--- src/rtl/fetch_unit.sv ---
// Instruction fetch unit: issues one word-aligned fetch at a time, buffers returned
// words with their PCs in a small FIFO, and flushes/restarts on a control redirect.
module fetch_unit #(
  parameter logic [31:0] PC_RESET = 32'h0000_0000,
  parameter int unsigned DEPTH    = 2
) (
  input  logic        clk,
  input  logic        rst,
  output logic        imem_req,
  output logic [31:0] imem_addr,
  input  logic        imem_ready,
  input  logic        imem_rvalid,
  input  logic [31:0] imem_rdata,
  input  logic        redirect,
  input  logic [31:0] redirect_pc,
  output logic        inst_valid,
  input  logic        inst_ready,
  output logic [31:0] inst,
  output logic [31:0] inst_pc,
  output logic [6:0]  op,
  output logic [2:0]  funct3
);

  localparam int PW = $clog2(DEPTH);
  localparam int CW = $clog2(DEPTH + 1);

  typedef enum logic [1:0] {S_REQ, S_WAIT, S_DROP} state_e;

  typedef struct packed {
    logic [31:0] pc;
    logic [31:0] word;
  } entry_t;

  state_e         state_q, state_d;
  logic [31:0]    pc_q, pc_d;
  logic [31:0]    req_pc_q, req_pc_d;
  logic [PW-1:0]  rd_ptr_q, rd_ptr_d;
  logic [PW-1:0]  wr_ptr_q, wr_ptr_d;
  logic [CW-1:0]  count_q, count_d;
  entry_t         buf_q [DEPTH];
  entry_t         head;
  logic           full, accept, push, pop;

  function automatic logic [PW-1:0] ptr_inc(input logic [PW-1:0] p);
    return (p == PW'(DEPTH - 1)) ? '0 : p + PW'(1);
  endfunction

  assign full       = (count_q == CW'(DEPTH));
  assign imem_req   = !rst && !redirect && (state_q == S_REQ) && !full;
  assign imem_addr  = pc_q;
  assign accept     = imem_req && imem_ready;
  assign push       = !redirect && (state_q == S_WAIT) && imem_rvalid;
  assign inst_valid = !rst && (count_q != '0);
  assign pop        = inst_valid && inst_ready && !redirect;

  assign head    = buf_q[rd_ptr_q];
  assign inst    = head.word;
  assign inst_pc = head.pc;
  assign op      = head.word[6:0];
  assign funct3  = head.word[14:12];

  always_comb begin
    // NOTE: every next-state signal gets a hold default first so no path infers a latch.
    state_d  = state_q;
    pc_d     = pc_q;
    req_pc_d = req_pc_q;
    rd_ptr_d = rd_ptr_q;
    wr_ptr_d = wr_ptr_q;
    count_d  = count_q;
    if (redirect) begin
      pc_d     = redirect_pc & ~32'h3;
      rd_ptr_d = '0;
      wr_ptr_d = '0;
      count_d  = '0;
      // An outstanding request whose response has not yet arrived must be drained.
      if (state_q == S_WAIT && !imem_rvalid)
        state_d = S_DROP;
      else if (state_q != S_REQ && imem_rvalid)
        state_d = S_REQ;
    end else begin
      case (state_q)
        S_REQ: begin
          if (accept) begin
            pc_d     = pc_q + 32'd4;
            req_pc_d = pc_q;
            state_d  = S_WAIT;
          end
        end
        S_WAIT, S_DROP: begin
          if (imem_rvalid) state_d = S_REQ;
        end
        default: state_d = S_REQ;
      endcase
      if (push) wr_ptr_d = ptr_inc(wr_ptr_q);
      if (pop)  rd_ptr_d = ptr_inc(rd_ptr_q);
      if (push && !pop)
        count_d = count_q + CW'(1);
      else if (pop && !push)
        count_d = count_q - CW'(1);
    end
  end

  // NOTE: state uses non-blocking assignments; the reset here is synchronous, so it
  // lives inside the clocked branch rather than in the sensitivity list.
  always_ff @(posedge clk) begin
    if (rst) begin
      state_q  <= S_REQ;
      pc_q     <= PC_RESET & ~32'h3;
      req_pc_q <= '0;
      rd_ptr_q <= '0;
      wr_ptr_q <= '0;
      count_q  <= '0;
    end else begin
      state_q  <= state_d;
      pc_q     <= pc_d;
      req_pc_q <= req_pc_d;
      rd_ptr_q <= rd_ptr_d;
      wr_ptr_q <= wr_ptr_d;
      count_q  <= count_d;
    end
  end

  // NOTE: buffer storage is not reset; count_q alone decides which entries are valid.
  always_ff @(posedge clk) begin
    if (push) buf_q[wr_ptr_q] <= '{pc: req_pc_q, word: imem_rdata};
  end

endmodule

--- config.mk ---
export PLATFORM = sky130hd
export DESIGN_NAME = fetch_unit
export DESIGN_NICKNAME = d
export VERILOG_FILES = /design/src/rtl/fetch_unit.sv
export SDC_FILE = /design/constraint.sdc
export NUM_CORES = 1
export LEC_CHECK = 0
export CAP_MARGIN = 10
export CORE_MARGIN = 10
export CORE_UTILIZATION = 50
export CTS_BUF_LIST = sky130_fd_sc_hd__clkbuf_16
export CTS_CLUSTER_SIZE = 20
export DETAILED_ROUTE_END_ITERATION = 12
export HOLD_SLACK_MARGIN = 0.02
export MAX_ROUTING_LAYER = met4
export PLACE_DENSITY = 0.8
export SLEW_MARGIN = 20
export SYNTH_ARGS = -nofsm -noshare
export SYNTH_HDL_FRONTEND = slang
export SYNTH_SLANG_ARGS = --single-unit
--- constraint.sdc ---
create_clock -name clk -period 8.8 [get_ports clk]
set_input_delay 1.32 -clock clk [delete_from_list [all_inputs] [get_ports clk]]
set_output_delay 1.32 -clock clk [all_outputs]
set_load 0.05 [all_outputs]
==> out/metrics.yaml <==
outcome: "complete, no violations"
yosys_register_bits: 191
post_synth_num_cell_types: 51
layout.cells.non_filler: 995
design.portCount: 178
gp_congestion: 0.8480
worst_setup_path_end_kind: "primary output"
final_core_util_pct: 66.66
critPathTopFamily: "buffers and inverters"
cp_cell_sequence: "buf_2 > buf_4 > nor2_2 > and3_1 > clkdlybuf4s50_1"
post-place-ws_ns: 4.498
critical_path_required_ns: 7.48
cts_resized: 0
slew_limit_fails: 0
finalWirelength_mm: 18.14
final_layout_size_suffix_gt1_share_pct: 15.43
synth_to_final_area_change_pct: 29.86
cts-hold-fix-buffers: 0
worst_skew_pair.late_latency_ns: 0.43
post-layout-total-power_mw: 1.875
clk_path_buf_depth: 2
synthesis.area_um2: 7833
biggest_cell_delay_along_the_critical_path_ns: 0.70
grt_first_pass_wirelength_mm: 29.40
timing.hold.worst.start: "req_pc_q[2]"
min_delay_worst_endpoint: "buf_q[0][34]"
setup-tns-final_ns: 0
clk_root_buffer_cell: "clkbuf_16"
r2r-end: "imem_addr[10]"
wl_per_cell_um: 18.23
arrival_ns: 2.99
drt_drc_violations_left: 0
design_area_um2: 10170
drt_pass1_iterations: 6
floorplan.initialDensity_pct: 51.33
crit_fanout: 70
horizontal_die_dimension_um: 145.2
yosysSeqAreaShare_pct: 64.66
vias: 5400
critical_path_buf_inv_count: 3
design.die.area_um2: 21070
slew_headroom_pct: 27.27
ys.flop_type: "edfxtp_1"
power.static_leakage_nw: 3.429
hold_class: "reg -> reg"
register_to_register_setup_slack_ns: 6.41
cts_htree_levels: 4
violation_count_after_the_first_detailed_routing_iteration: 451
setup_ws_ns: 4.489
clk_pin_slew_ns: 0.07
height_of_the_die_um: 145.2
crit_path_start_kind: "input pin"
finalHoldViolations: 0
largest_net_degree_at_the_start_of_global_routing: 71
layout.nets: 845
number_of_antenna_violations_at_the_first_check_in_global_routing: 0
max_freq_ghz: 0.2320
final.min_clock_period_ns: 4.311
worstSetupPathType: "in -> out"
tritoncts: "yes"
irDropWorstVdd_mv: 0.1312
nFillCells: 1146
antenna_cells_inserted: 0
power_density_nw_per_um2: 184.3
grt_pass1_vias: 5562
post_dp_cell_area_um2: 9597
postRouteAntennaNets: 0
syn_inst: 624
cts_setup_buffers: 0
globalRoute.totalOverflow: 0
ys_warn_count: 0
tightestPinTransition_ns: 1.077
cts.sink_count: 191
track_usage_pct: 17.53
synth-edff-count: 124
avgViaCountPerCell: 5.427
fp-row-count: 45
worst_hold_path.num_cells: 0
finalCritPeriodShare_pct: 48.99
finalClockSkew_ns: 0.01013
detailedPlacementHpwl_mm: 11.99
rr_startpoint: "state_q[1]"
rsz0062_at_grt: "false"
critPathSlowestCell: "clkdlybuf4s50_1"
number_of_cts_inserted_buffers: 17
syn_avg_cell_area_um2: 12.55
min_hold_slack_ns: 0.4556
max_cap_violations: 0
core_region_area_um2: 15260
r2r_worst_path_depth: 7
setup_viol_count_final: 0
dp.cells: 963
synthArstFlopShare_pct: 0
portBuffers: 171
[flip-flops by register name, indices dropped and copies added, names as in the netlist, named ones only]
signal     cells
state_q        2
rd_ptr_q       1
count_q        2
imem_addr     30
req_pc_q      30
buf_q        124
wr_ptr_q       1
[logic make-up after synthesis]
family,synth area share (%)
AO/OA/AOI/OAI,7.732
XOR/XNOR,1.901
adder cells (fa/ha/maj),0.6390
buffers and inverters,4.169
flip-flops,64.66
multiplexers,9.329
other,0.04788
AND/OR/NAND/NOR,11.52
[where the power goes]
group	internal, mW	leakage [nW]	total, mW	switching, mW
logic	0.0612	1.46	0.148	0.0869
registers	0.962	1.69	0.983	0.0209
clock network	0.400	0.282	0.744	0.343
total	1.42	3.43	1.87	0.451
[area by class of cell]
class                           instances  area [um2]  area share [%]
Timing Repair Buffer                  178        1754           17.25
Tap cell                              211       264.0           2.596
Multi-Input combinational cell        369        2460           24.19
Clock inverter                         15       148.9           1.464
Sequential cell                       191        5066           49.81
Clock buffer                           17       425.4           4.183
Inverter                               14       52.55          0.5167
[cells in the final DEF, fill, tap and decap left out, types with 3 or more instances in the layout]
master           count
clkdlybuf4s50_1    169
edfxtp_1           124
nand2_1             81
dfxtp_1             66
mux2_2              64
a21oi_1             55
nor2_1              21
clkbuf_16           17
inv_1               14
nand4_1             14
nor3_1              14
xor2_1              13
nand3_1             11
a31oi_1             10
o21ai_0              8
buf_4                7
o21a_1               6
o22ai_1              6
a22oi_1              5
inv_6                5
nor4_1               4
xnor2_1              4
nor3b_1              4
ha_1                 4
conb_1               4
or3_1                3
a21o_1               3
nor2b_1              3
nor4_4               3
inv_8                3
[synthesized netlist by cell type, types with 3 or more instances]
cell type | instances | area share (%)
a21o_1 | 3 | 0.29
a21oi_1 | 55 | 3.5
a22oi_1 | 5 | 0.48
a31oi_1 | 10 | 0.80
buf_2 | 8 | 0.51
buf_4 | 17 | 1.6
clkbuf_1 | 25 | 1.2
dfxtp_1 | 67 | 17
edfxtp_1 | 124 | 48
ha_1 | 4 | 0.64
inv_1 | 14 | 0.67
mux2_2 | 64 | 9.2
nand2_1 | 81 | 3.9
nand3_1 | 11 | 0.70
nand4_1 | 14 | 1.1
nor2_1 | 21 | 1.0
nor2b_1 | 3 | 0.24
nor3_1 | 15 | 0.96
nor3b_1 | 4 | 0.38
nor4_1 | 4 | 0.32
nor4_4 | 3 | 0.81
o21a_1 | 6 | 0.58
o21ai_0 | 8 | 0.51
o22ai_1 | 6 | 0.48
or3_1 | 3 | 0.24
xnor2_1 | 4 | 0.45
xor2_1 | 13 | 1.5
[worst max path at each step]
stage | start | end | slack, ns | depth (start not counted)
3_3_place_gp | rst | imem_req | 4.51 | 5
6_report | rst | imem_req | 4.49 | 5
4_1_cts | rst | imem_req | 4.49 | 5
5_1_grt | rst | imem_req | 4.38 | 5
2_1_floorplan | redirect | buf_q[0][0] | 2.07 | 4
3_5_place_dp | rst | imem_req | 4.50 | 5
[metal layers]
layer	part of all wire, %	GRT usage, %	vias to the layer above
met5	0	-	-
met4	1.2	5.460	0
met3	6.7	4.533	22
met2	47	26.92	222
met1	45	22.36	2593
li1	-	-	2563
Note: power is estimated with default switching activity, not from simulation.
